<file path="src/rtl/jump_ctrl_unit_irq.sv">
// jump_ctrl_unit_irq: fetch-stage redirect controller.
// Resolves conditional/unconditional jumps, handles CALL/RET/RETI through a
// return-address stack, and services N_IRQ prioritised maskable interrupts.
// Optional build macro: JCU_NESTED_IRQ_EN enables preemption by a strictly
// higher-priority (lower index) line while an ISR is active.
module jump_ctrl_unit_irq #(
  parameter int unsigned       ADDR_W    = 16,
  parameter int unsigned       FLAG_W    = 2,
  parameter int unsigned       N_IRQ     = 4,
  parameter int unsigned       RAS_DEPTH = 4,
  parameter logic [ADDR_W-1:0] VEC_BASE  = 16'hF000,
  parameter int unsigned       VEC_SHIFT = 2
) (
  input  logic                               clk,
  input  logic                               reset,
  input  logic [5:0]                         op_dec,
  input  logic [ADDR_W-1:0]                  jmp_address_pm,
  input  logic [ADDR_W-1:0]                  current_address,
  input  logic [FLAG_W-1:0]                  flag_ex,
  input  logic [N_IRQ-1:0]                   irq_req,
  input  logic [N_IRQ-1:0]                   irq_mask,
  output logic [ADDR_W-1:0]                  jmp_loc,
  output logic                               pc_mux_sel,
  output logic [N_IRQ-1:0]                   irq_ack,
  output logic [FLAG_W-1:0]                  flag_restore,
  output logic                               flag_restore_vld,
  output logic                               in_isr,
  output logic [$clog2(RAS_DEPTH+1)-1:0]     stack_depth,
  output logic                               stack_err
);

  localparam int unsigned DEPTH_W = $clog2(RAS_DEPTH + 1);
  localparam int unsigned PTR_W   = $clog2(RAS_DEPTH);
  localparam int unsigned IDX_W   = (N_IRQ > 1) ? $clog2(N_IRQ) : 1;

  localparam logic [5:0] OP_JMP  = 6'b011000;
  localparam logic [5:0] OP_JZ   = 6'b011110;
  localparam logic [5:0] OP_JNZ  = 6'b011111;
  localparam logic [5:0] OP_JC   = 6'b011100;
  localparam logic [5:0] OP_JNC  = 6'b011101;
  localparam logic [5:0] OP_CALL = 6'b011001;
  localparam logic [5:0] OP_RET  = 6'b010000;
  localparam logic [5:0] OP_RETI = 6'b010001;

  typedef enum logic [1:0] {
    ST_IDLE = 2'd0,
    ST_TAKE = 2'd1,
    ST_ISR  = 2'd2
  } state_e;

  state_e state_q, state_d;

  logic [ADDR_W-1:0]  jmp_loc_q, jmp_loc_d;
  logic               pc_mux_sel_q, pc_mux_sel_d;
  logic [N_IRQ-1:0]   irq_ack_q, irq_ack_d;
  logic [FLAG_W-1:0]  flag_restore_q, flag_restore_d;
  logic               flag_restore_vld_q, flag_restore_vld_d;
  logic               in_isr_q, in_isr_d;
  logic [DEPTH_W-1:0] stack_depth_q, stack_depth_d;
  logic               stack_err_q, stack_err_d;

  logic [ADDR_W-1:0]  ras_addr_q [RAS_DEPTH];
  logic [ADDR_W-1:0]  ras_addr_d [RAS_DEPTH];
  logic [FLAG_W-1:0]  ras_flag_q [RAS_DEPTH];
  logic [FLAG_W-1:0]  ras_flag_d [RAS_DEPTH];

`ifdef JCU_NESTED_IRQ_EN
  logic [IDX_W-1:0]   act_idx_q, act_idx_d;
  logic [IDX_W-1:0]   prio_q [RAS_DEPTH];
  logic [IDX_W-1:0]   prio_d [RAS_DEPTH];
  logic [DEPTH_W-1:0] prio_depth_q, prio_depth_d;
`endif

  logic [N_IRQ-1:0]   irq_pend;
  logic               irq_any;
  logic [IDX_W-1:0]   win_idx;
  logic               cond_taken;
  logic [PTR_W-1:0]   top_ptr;
  logic [ADDR_W-1:0]  top_addr;
  logic [FLAG_W-1:0]  top_flag;
  logic               take_en, exec_en;
  logic               push_en, pop_en;
  logic [ADDR_W-1:0]  push_addr;
  logic [FLAG_W-1:0]  push_flag;

  assign irq_pend = irq_req & irq_mask;
  assign irq_any  = |irq_pend;
  assign top_ptr  = PTR_W'(stack_depth_q - DEPTH_W'(1));
  assign top_addr = ras_addr_q[top_ptr];
  assign top_flag = ras_flag_q[top_ptr];

  // Lowest-index pending enabled line wins.
  always_comb begin
    win_idx = '0;
    for (int i = int'(N_IRQ) - 1; i >= 0; i--) begin
      if (irq_pend[i]) win_idx = IDX_W'(i);
    end
  end

  // Branch condition from opcode and EX-stage flags (bit0 = Z, bit1 = C).
  always_comb begin
    cond_taken = 1'b0;
    case (op_dec)
      OP_JMP:  cond_taken = 1'b1;
      OP_JZ:   cond_taken = flag_ex[0];
      OP_JNZ:  cond_taken = !flag_ex[0];
      OP_JC:   cond_taken = flag_ex[1];
      OP_JNC:  cond_taken = !flag_ex[1];
      default: cond_taken = 1'b0;
    endcase
  end

  // Next-state, redirect, interrupt and stack update.
  always_comb begin
    state_d            = state_q;
    jmp_loc_d          = jmp_loc_q;
    pc_mux_sel_d       = 1'b0;
    irq_ack_d          = '0;
    flag_restore_d     = flag_restore_q;
    flag_restore_vld_d = 1'b0;
    in_isr_d           = in_isr_q;
    stack_depth_d      = stack_depth_q;
    stack_err_d        = stack_err_q;
    ras_addr_d         = ras_addr_q;
    ras_flag_d         = ras_flag_q;
    take_en            = 1'b0;
    exec_en            = 1'b0;
    push_en            = 1'b0;
    pop_en             = 1'b0;
    push_addr          = '0;
    push_flag          = '0;
`ifdef JCU_NESTED_IRQ_EN
    act_idx_d          = act_idx_q;
    prio_d             = prio_q;
    prio_depth_d       = prio_depth_q;
`endif

    case (state_q)
      ST_IDLE: begin
        take_en = irq_any;
        exec_en = !irq_any;
      end
      ST_TAKE: state_d = ST_ISR;  // instruction in the shadow of the vector jump is flushed
      ST_ISR: begin
`ifdef JCU_NESTED_IRQ_EN
        take_en = irq_any && (win_idx < act_idx_q);
`endif
        exec_en = !take_en;
      end
      default: state_d = ST_IDLE;
    endcase

    if (take_en) begin
      state_d      = ST_TAKE;
      push_en      = 1'b1;
      push_addr    = current_address;
      push_flag    = flag_ex;
      jmp_loc_d    = VEC_BASE + (ADDR_W'(win_idx) << VEC_SHIFT);
      pc_mux_sel_d = 1'b1;
      irq_ack_d    = N_IRQ'(1) << win_idx;
      in_isr_d     = 1'b1;
`ifdef JCU_NESTED_IRQ_EN
      act_idx_d    = win_idx;
      if (state_q == ST_ISR) begin
        if (prio_depth_q == DEPTH_W'(RAS_DEPTH)) begin
          stack_err_d = 1'b1;
        end else begin
          prio_d[PTR_W'(prio_depth_q)] = act_idx_q;
          prio_depth_d = prio_depth_q + DEPTH_W'(1);
        end
      end
`endif
    end

    if (exec_en) begin
      case (op_dec)
        OP_JMP, OP_JZ, OP_JNZ, OP_JC, OP_JNC: begin
          if (cond_taken) begin
            pc_mux_sel_d = 1'b1;
            jmp_loc_d    = jmp_address_pm;
          end
        end
        OP_CALL: begin
          push_en      = 1'b1;
          push_addr    = current_address + ADDR_W'(1);
          push_flag    = flag_ex;
          pc_mux_sel_d = 1'b1;
          jmp_loc_d    = jmp_address_pm;
        end
        OP_RET, OP_RETI: begin
          if (stack_depth_q == '0) begin
            // Underflow: no redirect, fall back to IDLE
            stack_err_d = 1'b1;
            state_d     = ST_IDLE;
            in_isr_d    = 1'b0;
`ifdef JCU_NESTED_IRQ_EN
            prio_depth_d = '0;
`endif
          end else begin
            pop_en       = 1'b1;
            pc_mux_sel_d = 1'b1;
            jmp_loc_d    = top_addr;
            if (op_dec == OP_RETI) begin
              flag_restore_d     = top_flag;
              flag_restore_vld_d = 1'b1;
`ifdef JCU_NESTED_IRQ_EN
              if ((state_q == ST_ISR) && (prio_depth_q != '0)) begin
                act_idx_d    = prio_q[PTR_W'(prio_depth_q - DEPTH_W'(1))];
                prio_depth_d = prio_depth_q - DEPTH_W'(1);
              end else begin
                state_d  = ST_IDLE;
                in_isr_d = 1'b0;
              end
`else
              state_d  = ST_IDLE;
              in_isr_d = 1'b0;
`endif
            end
          end
        end
        default: ;
      endcase
    end

    if (push_en) begin
      if (stack_depth_q == DEPTH_W'(RAS_DEPTH)) begin
        stack_err_d = 1'b1;  // full: entry dropped, redirect still happens
      end else begin
        ras_addr_d[PTR_W'(stack_depth_q)] = push_addr;
        ras_flag_d[PTR_W'(stack_depth_q)] = push_flag;
        stack_depth_d = stack_depth_q + DEPTH_W'(1);
      end
    end else if (pop_en) begin
      stack_depth_d = stack_depth_q - DEPTH_W'(1);
    end
  end

  // State and output registers, synchronous active-low reset.
  always_ff @(posedge clk) begin
    if (!reset) begin
      state_q            <= ST_IDLE;
      jmp_loc_q          <= '0;
      pc_mux_sel_q       <= 1'b0;
      irq_ack_q          <= '0;
      flag_restore_q     <= '0;
      flag_restore_vld_q <= 1'b0;
      in_isr_q           <= 1'b0;
      stack_depth_q      <= '0;
      stack_err_q        <= 1'b0;
      for (int i = 0; i < int'(RAS_DEPTH); i++) begin
        ras_addr_q[i] <= '0;
        ras_flag_q[i] <= '0;
      end
`ifdef JCU_NESTED_IRQ_EN
      act_idx_q    <= '0;
      prio_depth_q <= '0;
      for (int i = 0; i < int'(RAS_DEPTH); i++) prio_q[i] <= '0;
`endif
    end else begin
      state_q            <= state_d;
      jmp_loc_q          <= jmp_loc_d;
      pc_mux_sel_q       <= pc_mux_sel_d;
      irq_ack_q          <= irq_ack_d;
      flag_restore_q     <= flag_restore_d;
      flag_restore_vld_q <= flag_restore_vld_d;
      in_isr_q           <= in_isr_d;
      stack_depth_q      <= stack_depth_d;
      stack_err_q        <= stack_err_d;
      ras_addr_q         <= ras_addr_d;
      ras_flag_q         <= ras_flag_d;
`ifdef JCU_NESTED_IRQ_EN
      act_idx_q    <= act_idx_d;
      prio_q       <= prio_d;
      prio_depth_q <= prio_depth_d;
`endif
    end
  end

  assign jmp_loc          = jmp_loc_q;
  assign pc_mux_sel       = pc_mux_sel_q;
  assign irq_ack          = irq_ack_q;
  assign flag_restore     = flag_restore_q;
  assign flag_restore_vld = flag_restore_vld_q;
  assign in_isr           = in_isr_q;
  assign stack_depth      = stack_depth_q;
  assign stack_err        = stack_err_q;

endmodule

</file>
<file path="config.mk">
export PLATFORM = sky130hd
export DESIGN_NAME = jump_ctrl_unit_irq
export DESIGN_NICKNAME = d
export VERILOG_FILES = /design/src/rtl/jump_ctrl_unit_irq.sv
export SDC_FILE = /design/constraint.sdc
export NUM_CORES = 1
export LEC_CHECK = 0
export ABC_CLOCK_PERIOD_IN_PS = 3500
export CAP_MARGIN = 20
export CORE_MARGIN = 3
export CORE_UTILIZATION = 52
export CTS_CLUSTER_DIAMETER = 50
export DETAILED_ROUTE_END_ITERATION = 10
export GPL_TIMING_DRIVEN = 0
export PLACE_DENSITY = 0.75
export SLEW_MARGIN = 20
export SYNTH_ARGS = -nofsm -noshare
export SYNTH_HDL_FRONTEND = slang
export SYNTH_SLANG_ARGS = --single-unit
</file>
<file path="constraint.sdc">
create_clock -name clk -period 3.5 [get_ports clk]
set_input_delay 0.875 -clock clk [delete_from_list [all_inputs] [get_ports clk]]
set_output_delay 0.875 -clock clk [all_outputs]
set_load 0.005 [all_outputs]
</file>
* Word level (Yosys, flattened, before mapping)
Cells that the tools add are included.
Word-level totals: input port bits 50, flip-flop bits (word level) 103
Cells by class: add/subtract/negate cells 4, $lt $le $gt $ge 3, shifts and indexed selects 1, bitwise logic cells 8, muxes and demuxes 60, reduce and logical (&&, ||, !) cells 16, eq/ne operators 12
Operators with widths (number):
- $mux W16 | 10
- $bwmux W64 | 1
- $eq A6 B5 Y1 const B | 8
- $pmux W16 S3 | 1
- $bmux W16 S2 | 1
- $demux W16 S2 | 1
- $mux W2 | 15
- $mux W1 | 21
- $add A16 B1 Y16 const B | 1
- $add A13 B5 Y14 const A | 1
- $mux W3 | 3
- $bwmux W8 | 1
- $reduce_or A4 Y1 | 2
- $ge A3 B3 Y1 const B | 2
- $not A2 Y3 | 2
- $reduce_and A2 Y1 | 3
- $not A1 Y1 | 5
- $pmux W1 S5 | 1
- $reduce_or A5 Y1 | 1
- $and A4 B4 Y4 | 1
- $bmux W2 S2 | 1
- $demux W2 S2 | 1
- $pmux W2 S2 | 1
- $reduce_and A4 Y1 | 1
- 16 further kinds | 19

* Longest topological paths before layout
depth in word-level cells 10, gate-level depth with buffers 9

* Worst setup path after synthesis
No wires, ideal clock.
path type reg-to-reg, start register stack_depth_q[0], in the netlist stack_depth[0], end register jmp_loc_q[10], in the netlist jmp_loc[10], period minus slack after synthesis 2782 ps, path buffers 2, setup slack 718 ps, stages on the path, launching flop included 9, arrival 2648 ps, path through dfxtp_1 -> buf_1 -> inv_1 -> ha_1 -> nand2b_1 -> nor2_1 -> o41ai_1 -> clkbuf_1 -> o22ai_1
On the way: word-level cells in the longest chain between the ends 8
Ends and longest elaborated chain:
- from (decl) | line 59 | logic [DEPTH_W-1:0] stack_depth_q, stack_depth_d;
- from (signal assigned) | line 267 | stack_depth_q <= stack_depth_d;
- $sub A3 B1 Y3
- $not A2 Y3 (not written as such) | line 89 | assign top_addr = ras_addr_q[top_ptr];
- $bmux W16 S2 | line 89
- $mux W16 (not written as such) (2 in a row) | line 89
- $mux W16 * | line 191 | if (stack_depth_q == '0) begin
- $pmux W16 S3 * | line 176 | case (op_dec)
- $mux W16 * | line 175 | if (exec_en) begin
- to (signal assigned) | line 261 | jmp_loc_q <= jmp_loc_d;
- to (decl) | line 53 | logic [ADDR_W-1:0] jmp_loc_q, jmp_loc_d;
Every way passes the cells marked *; elsewhere a longest branch is shown, timed or not. The select of a mux whose other input is x is not followed. A chain may end at the register's enable or synchronous reset.

* Worst setup path after layout
start input op_dec[1], end register ras_addr_q[20] in the netlist's numbering
On the way: word-level cells in the longest chain between the ends 4
Ends and longest elaborated chain:
- from (decl) | line 16 | input logic [5:0] op_dec,
- $eq A6 B5 Y1 * | line 176
- $mux W16 / $mux W1 (equally long branches) | line 176
- $mux W16 / $mux W1 (equally long branches) | line 175
- $bwmux W64 / $reduce_and A2 Y1 (equally long branches)
- to (signal assigned) | line 269 | ras_addr_q <= ras_addr_d;
- to (decl) | line 62 | logic [ADDR_W-1:0] ras_addr_q [RAS_DEPTH];
Every way passes the cells marked *; elsewhere a longest branch is shown, timed or not.

==> run metrics <==
Cells after Synth=510; core area=8890 um2; Hold Buf Count CTS=0; result of the run=finished clean; most common cell after layout, fill and taps aside=dfxtp_1; Crit path buffers/inverters=2; Psw=1.29 mW; buffer depth of the longest clock path=2; Avg Cell Area, Syn=9.50 um2; met3 wire length=1210 um; crit-path max FO=10; Setup Skew=0.0105 ns; total leakage power=2.01 nW; Fin Setup TNS=0 ns; worst r2r src=stack_depth[0]; switching part of the total=37.2%; syn_nets=568; largest net degree at the start of global routing=18; worst hold path type=reg -> reg; Critical-path top delay cell=nor4b_4; antenna cells=0; total CTS buffers=9; Chip Height=103 um; Worst Reg-to-Reg Cells=8; Layout Nets=657; pwr dens=585 nW/um2; PnR Total Power=3.48 mW; # IOs=79; Post-DP Area=5770 um2; commonest non-fill, non-tap cells in the layout=dfxtp_1, clkdlybuf4s50_1, nor2_1, a21oi_1, o21ai_0; synthesized area=4840 um2; Clock transition at path regs=0.10 ns; DRC=0; met2 wire length=6470 um; antenna-violating nets left=0; final design utilization=66.8%; Cells after DPL=696; Final GP Congestion=0.882; Initial Utilization=54.5%; unrepaired setup endpoints after global routing=no; end of the critical path=ras_addr_q[20]; DR pass1 iterations=6; initial antenna violation count=0; Tmin final=3.35 ns; count of cell types in the netlist=51; Multi-input gate area=2580 um2; CP startpoint=op_dec[1]; Logic pwr share=36.6%; dominant cells by area after synthesis=dfxtp_1, mux4_2, a21oi_1, o21ai_0, a211oi_1; Ys Warns=0; fillers=741; Top FF cell, synth=dfxtp_1; die area=10500 um2; drt wl/cell=19.8 um; cell mode on critical path=nor4b_4; Via density=6.32; met1 WL=6130 um; Slew @ Worst Pin=0.911 ns; Max-slew headroom=39.3%; Tcrit/Tclk final=95.8%; area grow syn2layout=22.6%; worst vdd ir=282 uV; startpoint types=input port; Via Count=4491; Largest delay share family, worst path=simple AND/OR/NAND/NOR gates; top layer in use=met4; post-DP HPWL=10200 um; Overflow after GRT=0; max-slew violation count=0; share of the synthesized area in the top cell type=42.6%; 1st-iter DRT viols=391; fin area=5940 um2; WS Path Type=in -> reg; R2R Path End=jmp_loc[10]; num rows=34; Worst EP required=3.75 ns; Async SR Flop Fraction=0%; Root Buffer=clkbuf_8; Clock power frac=20.0%; largest area contributor in the netlist=dfxtp_1; crit path DAT=3.61 ns; critical path's largest stage delay=0.73 ns; Seq. cell area=2060 um2; vias in the first global route=4284; gr usage total=26.9%; IO Port Bufs=78; final wirelength=14100 um; share of cells above drive strength 1=9.29%; Internal Dissipation=2.18 mW; Max Clk Rate=0.298 GHz; number of synthesized register bits=103; H-tree depth=3; number of clock sinks=103; WHS=0.474 ns; register area share after synthesis=42.6%; Clk Latency, worst-skew pair=0.37 ns; Worst Setup Slack, final=0.147 ns; Post-synth EDFFs=0; die width=103 um; Final Hold Vio Count=0; CTS tree=done; CP Capture Type=register; Non-Filler Instances=711; final setup fails=0; first-pass GRT wire length=21600 um; Worst R2R Setup Slack=0.44 ns; pre-CTS setup slack=-0.171 ns; Reg power frac=43.3%; maxcap violations=0; Post-CTS Setup Inserts=0; CP Cell Sequence=clkdlybuf4s50_1 > nor4b_4 > a31oi_4 > nor4b_4 > buf_2 > a21oi_1; instance count on the critical path=6
[cells in the mapped netlist, drive strengths merged (2+ instances only)]
cell	instances
dfxtp	103
a21oi	47
nor2	47
o21ai	42
nand2	31
a211oi	25
clkbuf	24
a22oi	21
mux4	18
o22ai	16
xnor2	16
buf	14
mux2i	12
nor3	12
nand3	10
ha	8
inv	7
nor4	6
and2	5
and3	5
nor4b	5
a31oi	4
nand4	4
nand2b	3
or3	3
a22o	2
a31o	2
nor3b	2
o32ai	2
or4	2
[what timing repair did]
action	4_1_cts	5_1_grt
setup endpoints to repair	0	27
hold endpoints to repair	0	0
resized for setup	0	4
[layout make-up]
class / count / share of cell area [%]
multi-input cells: 362 / 43.5
clock buffers: 10 / 2.15
clock inverters: 5 / 0.716
repair buffers: 78 / 13.1
well taps: 108 / 2.27
inverters: 7 / 0.442
plain buffers: 38 / 3.10
flip-flops and latches: 103 / 34.7
[cells by family (layout without fill, tap and decap cells)]
kind of cell               Yosys count  count (layout)  share of synthesized area [%]
AOI/OAI and AO/OA                  170             170                           22.2
and+or+nand+nor                    137             137                           15.0
DFF                                103             103                           42.6
buffers and inverters               45             138                           4.29
muxes                               31              31                           11.1
xor gates and xnor gates            16              16                           2.89
adders and majority gates            8               8                           2.07
[power by group through the flow]
stage | sequential [mW] | combinational [mW] | clock (mW)
floorplan | 1.49 | 0.834 | 0
global placement | 1.51 | 1.22 | 0
detailed placement | 1.53 | 1.25 | 0
CTS | 1.50 | 1.26 | 0.692
global route | 1.52 | 1.38 | 0.729
finish | 1.51 | 1.27 | 0.696
[worst min-delay path by stage]
stage	start	endpoint	slack (ns)	depth (start not counted)
finish	jmp_loc[9]	jmp_loc[9]	0.47	2
global placement	jmp_loc[10]	jmp_loc[10]	0.45	2
detailed placement	jmp_loc[4]	jmp_loc[4]	0.46	2
global route	jmp_loc[5]	jmp_loc[5]	0.49	2
CTS	jmp_loc[4]	jmp_loc[4]	0.48	2
floorplan	ras_addr_q[48]	ras_addr_q[48]	0.45	2
[worst register-to-register path: stages, from the launching register on]
cell	delay [ns]
dfxtp_1	0.49
clkbuf_2	0.40
inv_1	0.15
ha_1	0.26
nand2b_1	0.21
nor2_1	0.10
o41ai_2	0.72
clkbuf_1	0.45
o22ai_1	0.16
[state kept, by name (all words and copies together), names as in the netlist]
register          count
stack_err             1
in_isr                1
flag_restore_vld      1
irq_ack               4
jmp_loc              16
pc_mux_sel            1
ras_addr_q           64
ras_flag_q            8
state_q               2
flag_restore          2
stack_depth           3
[metal layers]
metal,vias up,global-route usage (%)
met5,-,0
met4,0,9.18
met3,28,5.48
met2,219,43.5
met1,2165,36.2
li1,2079,-
(Power assumes the default switching activity.)
